$ cat config.mk
export PLATFORM = sky130hd
export DESIGN_NAME = button_pio_debounced
export DESIGN_NICKNAME = d
export VERILOG_FILES = /design/src/rtl/button_pio_debounced.sv
export SDC_FILE = /design/constraint.sdc
export NUM_CORES = 1
export LEC_CHECK = 0
export CAP_MARGIN = 20
export CORE_MARGIN = 2
export CORE_UTILIZATION = 55
export DETAILED_ROUTE_END_ITERATION = 8
export PLACE_DENSITY = 0.8
export SYNTH_ARGS = -nofsm -noshare
export SYNTH_HDL_FRONTEND = slang
export SYNTH_SLANG_ARGS = --single-unit
$ cat constraint.sdc
create_clock -name clk_clk -period 4.9 [get_ports clk_clk]
set_clock_uncertainty 0.2 [all_clocks]
set_input_delay 1.225 -clock clk_clk [delete_from_list [all_inputs] [get_ports clk_clk]]
set_output_delay 1.225 -clock clk_clk [all_outputs]
set_load 0.005 [all_outputs]
$ cat src/rtl/button_pio_debounced.sv
// button_pio_debounced: synchronised, debounced push-buttons with latched press events,
// exposed as an Avalon-MM slave (DATA/MASK/EDGE/COUNT) with a maskable level IRQ.
module button_pio_debounced #(
  parameter int NUM_CH          = 4,
  parameter int DEBOUNCE_CYCLES = 50000,
  parameter int SYNC_STAGES     = 2,
  parameter int ACTIVE_LOW      = 1
) (
  input  logic              clk_clk,
  input  logic              reset_reset,
  input  logic [NUM_CH-1:0] button_external_export,
  input  logic [1:0]        avs_address,
  input  logic              avs_read,
  input  logic              avs_write,
  input  logic [31:0]       avs_writedata,
  output logic [31:0]       avs_readdata,
  output logic              avs_irq
);
  localparam int CW = $clog2(DEBOUNCE_CYCLES);
  localparam logic [CW-1:0] CMAX = CW'(DEBOUNCE_CYCLES - 1);
  logic [NUM_CH-1:0] pressed, sync;
  logic [NUM_CH-1:0] sync_q [SYNC_STAGES];
  logic [CW-1:0]     cnt_q [NUM_CH];
  logic [CW-1:0]     cnt_d [NUM_CH];
  logic [NUM_CH-1:0] stable_q, stable_d, prev_q, press;
  logic [NUM_CH-1:0] mask_q, mask_d, edge_q, edge_d, w1c;
  logic [15:0]       count_q, count_d, npress;
  logic [31:0]       rdata_q, rdata_d;
  logic              irq_q, irq_d;
  logic              unused_wdata;
  assign unused_wdata = ^avs_writedata;
  assign pressed = (ACTIVE_LOW != 0) ? ~button_external_export : button_external_export;
  assign sync = sync_q[SYNC_STAGES-1];
  // A channel only accepts a new level after it has disagreed for DEBOUNCE_CYCLES in a row.
  for (genvar c = 0; c < NUM_CH; c++) begin : g_ch
    assign cnt_d[c]    = (sync[c] == stable_q[c] || cnt_q[c] == CMAX) ? '0 : cnt_q[c] + CW'(1);
    assign stable_d[c] = (sync[c] != stable_q[c] && cnt_q[c] == CMAX) ? sync[c] : stable_q[c];
  end
  always_comb begin
    press   = stable_q & ~prev_q;
    npress  = '0;
    for (int i = 0; i < NUM_CH; i++) npress = npress + 16'(press[i]);
    mask_d  = (avs_write && avs_address == 2'd1) ? avs_writedata[NUM_CH-1:0] : mask_q;
    w1c     = (avs_write && avs_address == 2'd2) ? avs_writedata[NUM_CH-1:0] : '0;
    edge_d  = (edge_q & ~w1c) | press;
    count_d = ((avs_write && avs_address == 2'd3) ? 16'd0 : count_q) + npress;
    irq_d   = |(edge_d & mask_d);
    rdata_d = !avs_read ? rdata_q :
              avs_address == 2'd0 ? 32'(stable_q) :
              avs_address == 2'd1 ? 32'(mask_q) :
              avs_address == 2'd2 ? 32'(edge_q) : 32'(count_q);
  end
  always_ff @(posedge clk_clk or posedge reset_reset) begin
    if (reset_reset) begin
      for (int s = 0; s < SYNC_STAGES; s++) sync_q[s] <= '0;
      for (int c = 0; c < NUM_CH; c++) cnt_q[c] <= '0;
      stable_q <= '0;
      prev_q   <= '0;
      mask_q   <= '0;
      edge_q   <= '0;
      count_q  <= '0;
      rdata_q  <= '0;
      irq_q    <= 1'b0;
    end else begin
      sync_q[0] <= pressed;
      for (int s = 1; s < SYNC_STAGES; s++) sync_q[s] <= sync_q[s-1];
      for (int c = 0; c < NUM_CH; c++) cnt_q[c] <= cnt_d[c];
      stable_q <= stable_d;
      prev_q   <= stable_q;
      mask_q   <= mask_d;
      edge_q   <= edge_d;
      count_q  <= count_d;
      rdata_q  <= rdata_d;
      irq_q    <= irq_d;
    end
  end
  assign avs_readdata = rdata_q;
  assign avs_irq      = irq_q;
endmodule
==> impl_metrics.csv <==
group,metric,value,unit
drt,drc_errors,0,
die,core.rowCount,37,
synth,synth.area.top_cells,"sky130_fd_sc_hd__dfrtp_1 53%, sky130_fd_sc_hd__xnor2_1 7.5%, sky130_fd_sc_hd__nor2_1 4.9%, sky130_fd_sc_hd__xor2_1 3.2%, sky130_fd_sc_hd__buf_4 2.6%",
placed_design,dp_hpwl,7050,um
worst_setup_path,arrival,3800,ps
drt,route.vias.total,3985,
worst_setup_path,critical_path_required,5130,ps
job,cap_violations,0,
global_routing,track_usage,21.5,%
clock_network,clockRootBuffer,"sky130_fd_sc_hd__clkbuf_8",
die,boundaryPins,75,
die,width_of_the_die,106,um
drt,met2WireLength,5510,um
drt,routed_wl,10900,um
sta,timing_hold_violations_final,0,
layout,layout-drive-gt1-share,9.95,%
outcome,outcome,"finished clean",
synth,syn_area,5720,um^2
drt,dr.first_iter.drc_count,243,
sta,fin_crit_period,3560,ps
placed_design,place_congestion,0.860,
synth,yosys_warnings,0,
drt,detail-route-antenna-nets,0,
drt,wl_met1,5050,um
die,die_height,106,um
power_and_ir_drop,p_leak,2.93,nW
layout,synthToLayoutAreaGrowth,18.1,%
clock_network,cts_hold_buf,0,
sta,finalHoldWorstSlack,149,ps
worst_setup_path,criticalPathCategory,"in -> reg",
synth,synthCells,538,
die,start_util,55.9,%
power_and_ir_drop,ir_drop,0.000271,V
die,placeableCoreArea,10200,um^2
worst_setup_path,critical_path.startpoint_type,"input port",
synth,post-synth-top-area-fraction,52.9,%
synth,synth_cell_types,40,
drt,dr_wl_met3,303,um
global_routing,grt_first_pass_wirelength,19200,um
sta,slew_headroom,65.2,%
clock_network,tritoncts_buffers,17,
layout,mostFrequentLayoutCell,"sky130_fd_sc_hd__dfrtp_1",
drt,firstDrtPassIters,5,
die,die-area,11200,um^2
synth,yosys_register_bits,121,
synth,asr_flop_ratio_synth,100,%
synth,ys.flop_type,"sky130_fd_sc_hd__dfrtp_1",
layout,finish.net_count,630,
synth,post_synth.cell_area_avg,10.6,um^2
layout,num_antenna_cells,0,
placed_design,dpl_cell_area,6120,um^2
clock_network,register_clock_pin_slew_on_the_reported_worst_setup_and_hold_paths,60,ps
drt,detail_route.wl_per_cell,15.0,um
placed_design,numPortBuffers,30,
sta,unrepaired_setup_endpoints_after_global_routing,"false",
clock_network,insertion_delay,510,ps
global_routing,antenna_found_initial,0,
clock_network,clockBufferDepth,2,
drt,via_per_inst,5.47,
layout,mostFrequentLayoutCells,"121 x sky130_fd_sc_hd__dfrtp_1, 74 x sky130_fd_sc_hd__nor2_1, 49 x sky130_fd_sc_hd__xnor2_1",
global_routing,grt_max_degree,104,
synth,seq_area_frac_synth,52.9,%
min_path,hp-class,"reg -> reg",
clock_network,htree_levels,4,
layout,stdcell_area,6760,um^2
sta,finalSetupViolCount,0,
global_routing,number_of_global_route_vias_before_repair,4085,
sta,setup_total_negative_slack,0,ps
sta,layout_worst_path_cycle_share,72.7,%
placed_design,place.detailed.instances,697,
clock_network,cts-resized-gates,0,
synth,synth_largest_area_cell,"sky130_fd_sc_hd__dfrtp_1",
sta,max_freq,281,MHz
worst_setup_path,cp_max_fo,7,
power_and_ir_drop,pwr_density_cell,365,nW/um^2
drt,highest-signal-layer,"met4",
power_and_ir_drop,total_power,0.00247,W
sta,report.final.slew_viol_count,0,
global_routing,remaining_global_route_overflow,0,
clock_network,tritoncts,"yes",
clock_network,clkSinkCount,121,
synth,synth_edf_count,0,
layout,fin_cells,729,
clock_network,post_cts_buffers,0,
worst_setup_path,timing.critical_path.to_type,"flop",
sta,timing_worst_slew_pin_value,522,ps
## layer usage
metal  vias to the layer above  track usage [%]
li1                       1906                -
met1                      2018             28.8
met2                        57             34.8
met3                         4             6.25
met4                         0             5.64
met5                         -                0
## critical path: stages
cell	delay, ps
sky130_fd_sc_hd__clkdlybuf4s50_1	590
sky130_fd_sc_hd__nand3_1	240
sky130_fd_sc_hd__and2_1	270
sky130_fd_sc_hd__ha_1	280
sky130_fd_sc_hd__nor2b_1	310
sky130_fd_sc_hd__o211ai_1	240
sky130_fd_sc_hd__nor4_1	410
sky130_fd_sc_hd__mux2i_1	230
## state kept, by name, indices dropped and copies added, names as in the netlist
| register | flops |
|---|---|
| cnt_q | 64 |
| avs_readdata | 16 |
| count_q | 16 |
| edge_q | 4 |
| mask_q | 4 |
| prev_q | 4 |
| stable_q | 4 |
| sync | 4 |
| sync_q | 4 |
| avs_irq | 1 |
## cell usage after synthesis (3+ instances only)
cell type                  count
sky130_fd_sc_hd__and3_1       12
sky130_fd_sc_hd__fa_1          3
sky130_fd_sc_hd__nand3_1      20
sky130_fd_sc_hd__xor2_1       21
sky130_fd_sc_hd__dfrtp_1     121
sky130_fd_sc_hd__and4bb_2      3
sky130_fd_sc_hd__a21o_1        3
sky130_fd_sc_hd__a21oi_1       3
sky130_fd_sc_hd__or3_1         3
sky130_fd_sc_hd__nor3_1       16
sky130_fd_sc_hd__nor4b_1       3
sky130_fd_sc_hd__inv_1        31
sky130_fd_sc_hd__and4_1        3
sky130_fd_sc_hd__o21ai_0      18
sky130_fd_sc_hd__nand4_1      22
sky130_fd_sc_hd__buf_4        20
sky130_fd_sc_hd__nor2b_1       4
sky130_fd_sc_hd__nand4_4       3
sky130_fd_sc_hd__nand2_1      37
sky130_fd_sc_hd__mux4_2        3
sky130_fd_sc_hd__nor4bb_1      4
sky130_fd_sc_hd__xnor2_1      49
sky130_fd_sc_hd__nand4b_1      3
sky130_fd_sc_hd__mux2_2       12
sky130_fd_sc_hd__nor2_1       74
sky130_fd_sc_hd__ha_1          5
sky130_fd_sc_hd__clkbuf_1      4
sky130_fd_sc_hd__nor4_1       21
## cell type report
type | instances | area (um^2)
Fill cell | 734 | 3470
Sequential cell | 121 | 3030
Multi-Input combinational cell | 375 | 2460
Clock buffer | 17 | 414
Timing Repair Buffer | 34 | 343
Clock inverter | 15 | 224
Tap cell | 136 | 170
Inverter | 31 | 119
## metrics by stage
step	util (%)	worst slack, ps
floorplan	-	261
global placement	59.8	908
detailed placement	59.8	867
CTS	66.1	1360
global route	66.1	1100
finish	66.1	1340
## cells by family (layout without fill, tap and decap cells)
group | count (synthesis) | in the layout | share of synthesized area (%)
simple gates | 235 | 235 | 22.0
flops | 121 | 121 | 52.9
xor+xnor | 70 | 70 | 10.7
buf+inv | 57 | 97 | 5.09
compound gates | 29 | 29 | 2.93
mux | 17 | 17 | 4.17
fa+ha+maj | 8 | 8 | 2.14
other cells | 1 | 16 | 0.0655
## worst paths after layout
kind                             start           to  depth (start not counted)  slack, ps
setup / recovery             avs_write  count_q[15]                          8       1340
hold / removal               sync_q[6]      sync[2]                          0        150
setup reg to reg           stable_q[0]  count_q[14]                         10       1700
hold reg to reg              sync_q[6]      sync[2]                          0        150
max in group asynchronous  reset_reset    cnt_q[46]                          3       2920
min in group asynchronous  reset_reset    cnt_q[23]                          2        810
## power breakdown
part | leakage [nW] | internal (W) | switching, W | total [W]
registers | 1.65 | 0.00102 | 0.0000189 | 0.00104
clock network | 0.297 | 0.000878 | 0.000454 | 0.00133
logic | 0.986 | 0.0000419 | 0.0000562 | 0.0000981
total | 2.93 | 0.00194 | 0.000529 | 0.00247
(Power assumes the default switching activity.)
==> patch 1 (config.mk and constraints unchanged) <==
Add an input register stage for `button_external_export`, `avs_address`, `avs_read`, `avs_write` and `avs_writedata`, with the module's reset; this delays them by one clock.
--- a/src/rtl/button_pio_debounced.sv
+++ b/src/rtl/button_pio_debounced.sv
@@ -18,6 +18,29 @@
 );
   localparam int CW = $clog2(DEBOUNCE_CYCLES);
   localparam logic [CW-1:0] CMAX = CW'(DEBOUNCE_CYCLES - 1);
+
+  logic [NUM_CH-1:0] button_external_export_q;
+  logic [1:0] avs_address_q;
+  logic avs_read_q;
+  logic avs_write_q;
+  logic [31:0] avs_writedata_q;
+
+  always_ff @(posedge clk_clk or posedge reset_reset) begin
+    if (reset_reset) begin
+      button_external_export_q <= '0;
+      avs_address_q            <= '0;
+      avs_read_q               <= '0;
+      avs_write_q              <= '0;
+      avs_writedata_q          <= '0;
+    end else begin
+      button_external_export_q <= button_external_export;
+      avs_address_q            <= avs_address;
+      avs_read_q               <= avs_read;
+      avs_write_q              <= avs_write;
+      avs_writedata_q          <= avs_writedata;
+    end
+  end
+
   logic [NUM_CH-1:0] pressed, sync;
   logic [NUM_CH-1:0] sync_q [SYNC_STAGES];
   logic [CW-1:0]     cnt_q [NUM_CH];
@@ -28,8 +51,8 @@
   logic [31:0]       rdata_q, rdata_d;
   logic              irq_q, irq_d;
   logic              unused_wdata;
-  assign unused_wdata = ^avs_writedata;
-  assign pressed = (ACTIVE_LOW != 0) ? ~button_external_export : button_external_export;
+  assign unused_wdata = ^avs_writedata_q;
+  assign pressed = (ACTIVE_LOW != 0) ? ~button_external_export_q : button_external_export_q;
   assign sync = sync_q[SYNC_STAGES-1];
   // A channel only accepts a new level after it has disagreed for DEBOUNCE_CYCLES in a row.
   for (genvar c = 0; c < NUM_CH; c++) begin : g_ch
@@ -40,15 +63,15 @@
     press   = stable_q & ~prev_q;
     npress  = '0;
     for (int i = 0; i < NUM_CH; i++) npress = npress + 16'(press[i]);
-    mask_d  = (avs_write && avs_address == 2'd1) ? avs_writedata[NUM_CH-1:0] : mask_q;
-    w1c     = (avs_write && avs_address == 2'd2) ? avs_writedata[NUM_CH-1:0] : '0;
+    mask_d  = (avs_write_q && avs_address_q == 2'd1) ? avs_writedata_q[NUM_CH-1:0] : mask_q;
+    w1c     = (avs_write_q && avs_address_q == 2'd2) ? avs_writedata_q[NUM_CH-1:0] : '0;
     edge_d  = (edge_q & ~w1c) | press;
-    count_d = ((avs_write && avs_address == 2'd3) ? 16'd0 : count_q) + npress;
+    count_d = ((avs_write_q && avs_address_q == 2'd3) ? 16'd0 : count_q) + npress;
     irq_d   = |(edge_d & mask_d);
-    rdata_d = !avs_read ? rdata_q :
-              avs_address == 2'd0 ? 32'(stable_q) :
-              avs_address == 2'd1 ? 32'(mask_q) :
-              avs_address == 2'd2 ? 32'(edge_q) : 32'(count_q);
+    rdata_d = !avs_read_q ? rdata_q :
+              avs_address_q == 2'd0 ? 32'(stable_q) :
+              avs_address_q == 2'd1 ? 32'(mask_q) :
+              avs_address_q == 2'd2 ? 32'(edge_q) : 32'(count_q);
   end
   always_ff @(posedge clk_clk or posedge reset_reset) begin
     if (reset_reset) begin
Behaviour: not the same (Yosys sat finds a counterexample within 4 cycles, from zero or initial values and one cycle with reset_reset high).
==> patch 1 against the original RTL <==
Clock power shrank 4%. Count of clock-buffer cells in the layout grew 3. Area after synthesis grew 5.2%. Final area grew 3.8%. Wire length shrank 0.29%. Non-clock buffer count shrank 3. Fmax grew 11%. Die area grew 5.0%. Combinational power shrank 10%. Power grew 1.9%. Worst setup slack gained 0.35 ns. Sequential cell count grew 12. Critical endpoint is now count_q[14]$_DFF_PP0_. Largest power group unchanged.
==> patch 1: results (changes against the original RTL) <==
| Metric | Value |
|---|---|
| Top post-synthesis cells by count | `dfrtp_1 (133), nor2_1 (74), xnor2_1 (49), nand2_1 (37), inv_1 (31) (was dfrtp_1 (121), nor2_1 (74), xnor2_1 (49), nand2_1 (37), inv_1 (31))` |
| DRT Pass-1 Iters | `4 (was 5)` |
| Share of cells above drive strength 1 | `9.30% (was 9.95%)` |
| Worst-path clk slew | `0.06 ns (about the same)` |
| Min-delay worst type | `reg2reg (unchanged)` |
| FFs w/ async S/R, synth | `100% (unchanged)` |
| Tot GR Track Use | `20.6% (was 21.5%)` |
| Vias in the first global route | `3947 (was 4085)` |
| Mux share of post-synthesis cell area | `3.97% (was 4.17%)` |
| Post-synthesis xor/xnor area fraction | `10.2% (was 10.7%)` |
| CTS Root Buffer Type | `clkbuf_8 (unchanged)` |
| Post-detailed-route wirelength per cell | `14.7 µm (was 15.0 µm)` |
| Hold Path Stages | `0 (unchanged)` |
| P_leak | `3.05 nW (was 2.93 nW)` |
| Initial DRC Count | `270 (was 243)` |
| Dpl ws | `1.72 ns (was 0.867 ns)` |
| Final setup violation count | `0 (unchanged)` |
| Worst-Skew Late Latency | `0.54 ns (was 0.51 ns)` |
| Peak supply drop | `0.303 mV (was 0.271 mV)` |
| Post-layout net count | `639 (was 630)` |
| Fmax | `311 MHz (was 281 MHz)` |
| Largest net degree at the start of global routing | `102 (was 104)` |
| Vias | `4075 (was 3985)` |
| Status | `finished, final reports clean (unchanged)` |
| Post-synth EDFFs | `0 (unchanged)` |
| Setup Buffers After CTS | `0 (unchanged)` |
| Sequential share of the synthesized area | `55.2% (was 52.9%)` |
| CP max FO | `5 (was 7)` |
| Switch Pwr | `0.000542 W (was 0.000529 W)` |
| Adder-cell area share of the yosys netlist | `2.04% (was 2.14%)` |
| HPWL Detailed | `7.06 mm (was 7.05 mm)` |
| Synth area leaders | `dfrtp_1 (55%), xnor2_1 (7.1%), nor2_1 (4.6%) (was dfrtp_1 (53%), xnor2_1 (7.5%), nor2_1 (4.9%))` |
| Worst-margin pin slew | `0.724 ns (was 0.522 ns)` |
| Buffers on Ports | `30 (unchanged)` |
| Routability Congestion | `0.797 (was 0.860)` |
| Worst EP arrival | `3.42 ns (was 3.80 ns)` |
| Synth Area in Compound Gates | `2.78% (was 2.93%)` |
| First-pass GRT wire length | `18.7 mm (was 19.2 mm)` |
| # fillers | `803 (was 734)` |
| Post-CTS sizing | `0 (unchanged)` |
| Largest area contributor in the netlist | `dfrtp_1 (unchanged)` |
## patch 1: cell types whose count changed in the layout (fill, tap and decap cells not counted), sizes merged
cell	delta
dfrtp	+12
buf	-3
clkbuf	+3
inv	-3
bufinv	-2
clkinv	+2
## patch 1: cell type report
cell class                 instances  area, µm²  share of cell area, %
tap                              140        175                   2.50
timing repair buffer              31        320                   4.57
clock buffer                      20        455                   6.49
multi-input combinational        375       2460                   35.1
clock inverter                    12        153                   2.18
sequential                       133       3330                   47.5
inverter                          31        120                   1.71
## patch 1: cells by family (layout without fill, tap and decap cells)
logic type                 count (synthesis)  count (layout)
buffers and inverters                     57              94
and+or+nand+nor                          235             235
DFF                                      133             133
other                                      1              16
adders and majority gates                  8               8
muxes                                     17              17
AOI/OAI and AO/OA                         29              29
xor gates and xnor gates                  70              70
## patch 1: through the flow
stage / instances / instance area (µm²) / total power [W] / hold slack, ns / utilization, %
finish: 742 / 7010 / 0.00252 / 0.150 / 65.3
global route: 742 / 7010 / 0.00260 / 0.165 / 65.3
CTS: 742 / 7010 / 0.00254 / 0.153 / 65.3
detailed placement: 710 / 6400 / 0.00126 / 0.137 / 59.6
global placement: 710 / 6400 / 0.00125 / 0.134 / 59.6
floorplan: 565 / 6080 / 0.00123 / 0.131 / -
## patch 1: path summary, 6_finish.rpt
check | start | slack [ns] | endpoint
worst max-delay path | stable_q[0]$_DFFE_PP0P_ | 1.69 | count_q[14]$_DFF_PP0_
worst max register to register | stable_q[0]$_DFFE_PP0P_ | 1.69 | count_q[14]$_DFF_PP0_
worst min-delay path | sync_q[4]$_DFF_PP0_ | 0.15 | sync[0]$_DFF_PP0_
worst min register to register | sync_q[4]$_DFF_PP0_ | 0.15 | sync[0]$_DFF_PP0_
max in group asynchronous | reset_reset | 2.61 | cnt_q[11]$_DFF_PP0_
min in group asynchronous | reset_reset | 0.96 | avs_readdata[10]$_DFFE_PP0P_
## patch 1: critical path: stages, from the launching register on
cell	delay, ns
dfrtp_1	0.42
nor2b_1	0.19
fa_1	0.55
inv_1	0.06
fa_1	0.44
inv_1	0.08
fa_1	0.24
nand4_1	0.23
nor4_1	0.44
xnor2_1	0.18
nor2_1	0.06
## patch 1: power groups by stage
stage / clock (W) / combinational (W) / sequential, W
after global placement: 0 / 0.0000869 / 0.00117
after CTS: 0.00130 / 0.0000903 / 0.00115
final: 0.00128 / 0.0000882 / 0.00115
after floorplan: 0 / 0.0000728 / 0.00116
after detailed placement: 0 / 0.0000893 / 0.00117
after global routing: 0.00134 / 0.000101 / 0.00115
## patch 1: metal layers
metal,wire [µm],up-vias,GRT usage (%)
li1,-,1935,-
met4,212,0,9.07
met2,5270,100,31.9
met1,4910,2019,27.4
met3,491,21,5.44
met5,0,-,0
==> patch 2 (same settings) <==
Made on the original files. Change the parameter `NUM_CH` from 4 to 8.
--- a/src/rtl/button_pio_debounced.sv
+++ b/src/rtl/button_pio_debounced.sv
@@ -1,7 +1,7 @@
 // button_pio_debounced: synchronised, debounced push-buttons with latched press events,
 // exposed as an Avalon-MM slave (DATA/MASK/EDGE/COUNT) with a maskable level IRQ.
 module button_pio_debounced #(
-  parameter int NUM_CH          = 4,
+  parameter int NUM_CH          = 8,
   parameter int DEBOUNCE_CYCLES = 50000,
   parameter int SYNC_STAGES     = 2,
   parameter int ACTIVE_LOW      = 1
Ports: changed (resized button_external_export); port bits go from 75 to 79. No check against the original RTL was run, so the function may have changed too.
==> patch 2 against the original RTL <==
Final area is 64% higher. Wire length is 68% higher. Final cell count is 65% higher. Worst setup slack worse by 0.86 ns. Sequential power is 73% higher. Worst hold slack worse by 0.0029 ns. Sequential cell count is 88 higher. Power is 56% higher. Count of clock-buffer cells in the layout is 12 higher. Area after synthesis is 68% higher. Sequential share of layout area is 2.4 points higher. Global-route usage is 0.92 points lower.
==> patch 2: results (changes against the original RTL) <==
| Metric | Value |
|---|---|
| P_leak | `5.14 nW (was 2.93 nW)` |
| R2r setup slk | `0.64 ns (was 1.70 ns)` |
| Slowest cell on crit path | `fa_1 (was clkdlybuf4s50_1)` |
| Met1 Routed Length | `8.03 mm (was 5.05 mm)` |
| Inverters | `39 (was 31)` |
| Hold_sp | `sync_q[8]$_DFF_PP0_ (was sync_q[6]$_DFF_PP0_)` |
| Register Area | `5230 µm² (was 3030 µm²)` |
| Combinational power share | `4.8% (was 4.0%)` |
| First-pass GRT wire length | `30.9 mm (was 19.2 mm)` |
| Area of the multi-input gates | `4120 µm² (was 2460 µm²)` |
| Post-detailed-route wirelength per cell | `15.2 µm (was 15.0 µm)` |
| Avg Inst Size Synth | `10.6 µm² (about the same)` |
| Met2 Track Usage GR | `34.1% (was 34.8%)` |
| HPWL Detailed | `12.0 mm (was 7.05 mm)` |
| Tot GR Track Use | `20.6% (was 21.5%)` |
| Min Hold Slack | `0.146 ns (was 0.149 ns)` |
| Worst EP arrival | `4.61 ns (was 3.80 ns)` |
| Clk buf depth | `3 (was 2)` |
| Reg2Reg Depth | `14 (was 10)` |
| Multi-Input Combinational | `641 (was 375)` |
| Hold Path Sink | `sync[0]$_DFF_PP0_ (was sync[2]$_DFF_PP0_)` |
| Routability Congestion | `0.837 (was 0.860)` |
| Drt via density | `5.42 (was 5.47)` |
| H-tree levels | `1 (was 4)` |
| P per Cell Area | `348 nW/µm² (was 365 nW/µm²)` |
| Worst-margin pin slew | `0.887 ns (was 0.522 ns)` |
| Met3 wire length | `810 µm (was 303 µm)` |
| Vias in the first global route | `6450 (was 4085)` |
| Sequential share of the synthesized area | `54.3% (was 52.9%)` |
| Cell variety after synth | `42 (was 40)` |
| Max FFs per register | `128 (was 64)` |
| DRT Pass-1 Iters | `6 (was 5)` |
| Crit path max-delay family | `adder cells (was simple AND/OR/NAND/NOR gates)` |
| CTS Sinks | `209 (was 121)` |
| Int Pwr | `0.00302 W (was 0.00194 W)` |
| Post-layout net count | `1026 (was 630)` |
| DR WL met2 | `8.98 mm (was 5.51 mm)` |
| Clock-cell share | `7.42% (was 9.44%)` |
| Max incr delay on CP | `0.56 ns (was 0.59 ns)` |
| Buffering overhead | `4.27% (was 5.07%)` |
| Top post-synthesis cells by count | `dfrtp_1 (209), nor2_1 (154), nand2_1 (80), xnor2_1 (79), xor2_1 (53) (was dfrtp_1 (121), nor2_1 (74), xnor2_1 (49), nand2_1 (37), inv_1 (31))` |
| Status | `finished, final reports clean (unchanged)` |
-- patch 2: cells by family after synthesis --
logic type | after synthesis | synth area share (%)
buf+inv | 71 | 3.48
other cells | 1 | 0.0389
fa+ha+maj | 19 | 2.86
mux | 34 | 4.90
xor+xnor | 132 | 12.0
flops | 209 | 54.3
compound gates | 31 | 2.23
simple gates | 409 | 20.2
-- patch 2: worst reg2reg max path, cell delays in order (launching register included) --
cell,delay [ns]
dfrtp_1,0.43
nand2b_1,0.18
fa_1,0.56
fa_1,0.56
inv_1,0.06
fa_1,0.56
fa_1,0.23
inv_1,0.07
fa_1,0.40
nor2b_1,0.13
o21ai_0,0.09
buf_4,0.17
a211oi_1,0.29
xnor2_1,0.18
nor2_1,0.06
-- patch 2: through the flow --
stage,worst slack [ns],area (µm²)
6_report,0.478,11100
5_1_grt,0.281,11100
4_1_cts,0.481,11100
3_5_place_dp,-0.0361,10300
3_3_place_gp,0.0533,10300
2_1_floorplan,0.523,9690
